**src/rtl/lane_tx_crc_pkg.sv**
```systemverilog
// Shared CRC-32C constants, diagnostic-word field bounds and the 64-bit XOR networks.
// Networks shift MSB-first (non-reflected), matching the receive-side checker.
package lane_tx_crc_pkg;

   localparam logic [31:0] CRC32C_POLY = 32'h1EDC6F41;
   localparam logic [31:0] CRC32C_INIT = 32'hffffffff;
   localparam int          DIAG_CRC_HI = 31;
   localparam int          DIAG_CRC_LO = 0;

   typedef struct packed {
      logic        diag;
      logic [63:0] data;
   } lane_word_t;

   function automatic logic [31:0] crc32c_shift64(input logic [31:0] c_in, input logic [63:0] d);
      logic [31:0] c;
      logic        fb;
      c = c_in;
      for (int i = 63; i >= 0; i--) begin
         fb = c[31] ^ d[i];
         c  = {c[30:0], 1'b0} ^ (fb ? CRC32C_POLY : 32'h0);
      end
      return c;
   endfunction

   // Linear split: crc(src, d) == dat64_only(d) ^ zer64(src).
   function automatic logic [31:0] crc32c_dat64_only(input logic [63:0] d);
      return crc32c_shift64(32'h0, d);
   endfunction

   function automatic logic [31:0] crc32c_zer64(input logic [31:0] c);
      return crc32c_shift64(c, 64'h0);
   endfunction

endpackage

```
**src/rtl/lane_tx_crc_step.sv**
```systemverilog
// One 64-bit CRC-32C update: seed select, data and zero-advance networks, XOR.
// Purely combinational.
module lane_tx_crc_step
   import lane_tx_crc_pkg::*;
#(
   parameter logic [31:0] CRC_INIT = CRC32C_INIT
) (
   input  logic [31:0] crc,
   input  logic        restart,
   input  logic [63:0] data,
   output logic [31:0] crc_next
);

   logic [31:0] src;

   assign src      = restart ? CRC_INIT : crc;
   assign crc_next = crc32c_dat64_only(data) ^ crc32c_zer64(src);

endmodule

```
**src/rtl/lane_tx_crc.sv**
```systemverilog
// Interlaken TX lane CRC-32C generator/inserter; LANE_TX_CRC_ERR_INJECT_EN enables inject_err.
// Fixed 3-cycle latency, no backpressure: every input word emerges once, in order, gaps kept.
module lane_tx_crc
   import lane_tx_crc_pkg::*;
#(
   parameter logic [31:0] CRC_INIT = CRC32C_INIT,
   parameter int          LATENCY  = 3
) (
   input  logic        clk,
   input  logic        arst,
   input  logic [63:0] din,
   input  logic        din_valid,
   input  logic        diag_word,
   input  logic        inject_err,
   output logic [63:0] dout,
   output logic        dout_valid,
   output logic        dout_diag
);

   if (LATENCY != 3) begin : g_latency_chk
      $error("lane_tx_crc: LATENCY must be 3");
   end

   lane_word_t  s1_word, s2_word;
   logic [63:0] s1_mask, din_mask, dout_word;
   logic        s1_valid, s2_valid;
   logic [31:0] crc, crc_next, crc_field;
   logic        restart;

   always_comb begin
      din_mask = din;
      if (diag_word) din_mask[DIAG_CRC_HI:DIAG_CRC_LO] = '0;
   end

   always_ff @(posedge clk or posedge arst) begin
      if (arst) begin
         s1_valid <= 1'b0;
         s1_word  <= '0;
         s1_mask  <= '0;
      end else begin
         s1_valid <= din_valid;
         if (din_valid) begin
            s1_word <= '{diag: diag_word, data: din};
            s1_mask <= din_mask;
         end
      end
   end

   lane_tx_crc_step #(.CRC_INIT(CRC_INIT)) u_step (
      .crc      (crc),
      .restart  (restart),
      .data     (s1_mask),
      .crc_next (crc_next)
   );

   // restart lets the word right after a diag word seed from CRC_INIT with no bubble.
   always_ff @(posedge clk or posedge arst) begin
      if (arst) begin
         s2_valid <= 1'b0;
         s2_word  <= '0;
         crc      <= CRC_INIT;
         restart  <= 1'b0;
      end else begin
         s2_valid <= s1_valid;
         if (s1_valid) begin
            s2_word <= s1_word;
            crc     <= crc_next;
            restart <= s1_word.diag;
         end
      end
   end

`ifdef LANE_TX_CRC_ERR_INJECT_EN
   logic s1_inj, s2_inj;

   always_ff @(posedge clk or posedge arst) begin
      if (arst) begin
         s1_inj <= 1'b0;
         s2_inj <= 1'b0;
      end else begin
         if (din_valid) s1_inj <= diag_word & inject_err;
         if (s1_valid)  s2_inj <= s1_inj;
      end
   end

   // Only the emitted field is corrupted; the running CRC chain stays clean.
   assign crc_field = ~crc ^ {31'b0, s2_inj};
`else
   logic unused_inject_err;
   assign unused_inject_err = inject_err;
   assign crc_field         = ~crc;
`endif

   always_comb begin
      dout_word = s2_word.data;
      if (s2_word.diag) dout_word[DIAG_CRC_HI:DIAG_CRC_LO] = crc_field;
   end

   always_ff @(posedge clk or posedge arst) begin
      if (arst) begin
         dout       <= '0;
         dout_valid <= 1'b0;
         dout_diag  <= 1'b0;
      end else begin
         dout_valid <= s2_valid;
         dout_diag  <= s2_valid & s2_word.diag;
         if (s2_valid) dout <= dout_word;
      end
   end

endmodule

```
**config.mk**
```make
export PLATFORM = sky130hd
export DESIGN_NAME = lane_tx_crc
export DESIGN_NICKNAME = d
export VERILOG_FILES = /design/src/rtl/lane_tx_crc_pkg.sv /design/src/rtl/lane_tx_crc_step.sv /design/src/rtl/lane_tx_crc.sv
export SDC_FILE = /design/constraint.sdc
export NUM_CORES = 1
export LEC_CHECK = 0
export BUFFER_PORTS_ARGS = -buffer_cell sky130_fd_sc_hd__clkbuf_2
export CORE_AREA = 2 2 272 274
export DETAILED_ROUTE_END_ITERATION = 12
export DIE_AREA = 0 0 274 276
export PLACE_DENSITY_LB_ADDON = 0.25
export SKIP_LAST_GASP = 1
export SYNTH_ARGS = -nofsm -noshare
export SYNTH_HDL_FRONTEND = slang
export SYNTH_SLANG_ARGS = --single-unit
```
**constraint.sdc**
```tcl
create_clock -name clk -period 12.6 [get_ports clk]
set_input_delay 1.26 -clock clk [delete_from_list [all_inputs] [get_ports clk]]
set_output_delay 1.26 -clock clk [all_outputs]
set_load 0.02 [all_outputs]
```
==> summary.md <==
| Metric | Value |
|---|---|
| Most frequent cell after synthesis | xnor2_1 |
| Largest net degree at the start of global routing | 126 |
| GP Congestion | 0.916 |
| Outcome | complete, no violations |
| Setup TNS | 0 ns |
| Congestion Overflow GR | 0 |
| Max transition margin | 22.6% |
| Crit Path Class | register to register |
| Clock Tree Root | clkbuf_16 |
| Nets | 2288 |
| Number of synthesized flops with an enable pin | 0 |
| Antenna cells | 0 |
| Peak fanout along the critical path | 10 |
| CP startpoint | crc[30] |
| Via count | 15.8k |
| Minimum setup slack among reg-to-reg paths | 1.65 ns |
| Worst r2r path cells | 21 |
| CP Launch Type | register |
| Syn. warnings | 0 |
| Setup crit end | crc[13] |
| Die Wd | 274 um |
| Area grow syn2layout | 8.82% |
| Core Area | 72600 um2 |
| Share of cells above drive strength 1 | 25.9% |
| Initial antenna violation count | 2 |
| Drt first pass iters | 7 |
| Final period util | 86.9% |
| Maximum clock rate | 91.4 MHz |
| Worst R2R End | crc[13] |
| Final min period | 10.95 ns |
| Worst-path clk slew | 0.06 ns |
| DR WL/cell | 24.2 um |
| # H-tree levels | 1 |
| DRC | 0 |
| Adder-Cell Fraction of Synth Area | 0% |
| CTS Hold Bufs | 0 |
| Commonest cells post-synth | xnor2_1, xnor3_1, dfrtp_1 |
| Final WL | 77400 um |
| Post-synthesis xor/xnor area fraction | 63.2% |
| # rows | 99 |
| Postcts setup bufs | 0 |
| Crit path DAT | 11.44 ns |
| Measured slew at the worst slew-check pin | 1.15 ns |
| TritonCTS buffer count | 28 |
| Main combinational cell family by area after synthesis | XOR/XNOR gates |
| Synth Cell Area | 28700 um2 |
| First DRT Iteration DRCs | 1154 |
| Vias in the first global route | 16.9k |
| Mapped Cells | 2127 |
| Clock Latency Late Sink | 0.59 ns |
| Final setup fails | 0 |
| CP endpoint kind | register |
| DPL Wire Length | 61800 um |
| Post-route ant nets | 0 |
| Multiplexer share of the synthesized area | 8.83% |
| Global Route Usage Sum | 20.5% |
| Worst hold start | s1_word[26] |
| Ranking of synthesized cells by area | xnor3_1, dfrtp_1, xnor2_1, mux2_2, xor2_1 |
| Post-synthesis compound-gate area fraction | 1.25% |
| Die area | 75600 um2 |
| Simple logic cell fraction of the synthesized area | 1.74% |
| Yosys top cell area share | 24.7% |
| TritonCTS clock tree | built |
| Area leader, netlist | xnor3_1 |
| Clock skew | 0.0298 ns |
| Synth Register Bits | 262 |
| Io pins | 135 |
| Ys flop type | dfrtp_1 |
| Worst-case clock buffer depth | 3 |
| Final hold vios | 0 |
| Unrepaired setup endpoints after global routing | no |
| Syn_area_per_cell | 13.5 um2 |
| Synth async-reset ratio | 100% |
| Die height | 276 um |
| Post-CTS resize count | 0 |
| Max cap viols | 0 |
| Worst Path Required | 13.09 ns |
| Hold Crit Class | register to register |
| Sequential fraction of the synthesis area | 22.9% |
| Mapped Nets | 2196 |
| Via density | 4.94 |
| CTS sink cnt | 262 |
| Post-synthesis cell type count | 38 |
| First-pass GRT wire length | 116000 um |
| Port-buffer cells | 133 |
| Final Max Slew Viols | 0 |
| Worst reg2reg startpoint | crc[30] |
| Initial core utilization | 39.6% |
==> cell families (layout without fill, tap and decap cells) <==
logic type	after synthesis	count (layout)
multiplexers	226	226
AND/OR/NAND/NOR	118	118
buffers and inverters	125	239
XOR/XNOR	1325	1325
AO/OA/AOI/OAI	71	71
flip-flops	262	262
==> routing by layer <==
| metal | vias up | track usage, % | routed length, um |
|---|---|---|---|
| met5 | - | 0 | 15 |
| met1 | 8068 | 31.0 | 37000 |
| met3 | 68 | 2.63 | 4390 |
| li1 | 7236 | - | - |
| met2 | 433 | 31.7 | 34600 |
| met4 | 2 | 3.58 | 1360 |
==> cells in the final DEF, fill, tap and decap left out, types with 43 or more instances in the layout <==
master    count
xnor2_2      48
mux2_2      218
xnor2_1     629
xor2_1      204
dfrtp_1     227
xnor3_1     315
inv_1        43
xor3_1       53
clkbuf_2    132
nor2_1       59
==> layout make-up <==
cell class	instances	area, um2
fillers	6753	41300
repair buffers	143	743
clock inverters	17	226
multi-input cells	1740	21600
inverters	44	173
clock buffers	35	767
well taps	959	1200
flip-flops and latches	262	6610
==> worst min path at each step <==
stage / to / cells after the start
after floorplan: s2_valid / 0
after global placement: dout[46] / 1
after detailed placement: s2_word[26] / 1
after CTS: s2_word[26] / 1
after global routing: dout[43] / 1
final: s2_word[26] / 1
==> critical path, cell delays in order, from the launching register on <==
cell and delay [ns]:
dfstp_2 0.77, xor2_4 0.39, xor2_2 0.52, nor2_1 0.18, mux2i_2 0.28, xnor2_1 0.40
xnor3_1 0.59, xnor3_2 0.57, xor3_1 0.80, inv_1 0.22, xnor3_1 0.83, xnor3_2 0.63
xor2_2 0.55, xnor3_2 0.54, xor2_1 0.25, xor3_2 0.61, xnor3_1 0.78, xnor2_1 0.18
xnor3_1 0.61, xnor3_1 0.52, xnor3_1 0.37, mux2_2 0.27
==> flip-flops by register name, indices dropped and copies added (netlist names), 32 cells and up <==
register and flops:
dout 64, crc 32, s2_word 32, s1_word 64, s1_mask 33, dout_word 32
==> metrics by stage <==
stage / setup slack (ns) / cell area [um2] / cells / utilization (%) / hold WS [ns]
finish: 1.65 / 31300 / 3200 / 43.1 / 0.497
global route: 1.26 / 31300 / 3200 / 43.1 / 0.519
CTS: 1.67 / 31300 / 3200 / 43.1 / 0.501
detailed placement: 1.73 / 30300 / 3148 / 41.7 / 0.486
global placement: 1.83 / 30300 / 3148 / 41.7 / 0.485
floorplan: 3.56 / 28700 / 2127 / - / 0.352
Power is left out: the tool's default activity adds up to more than one toggle a clock period on the data nets, which glitch-free logic cannot reach.
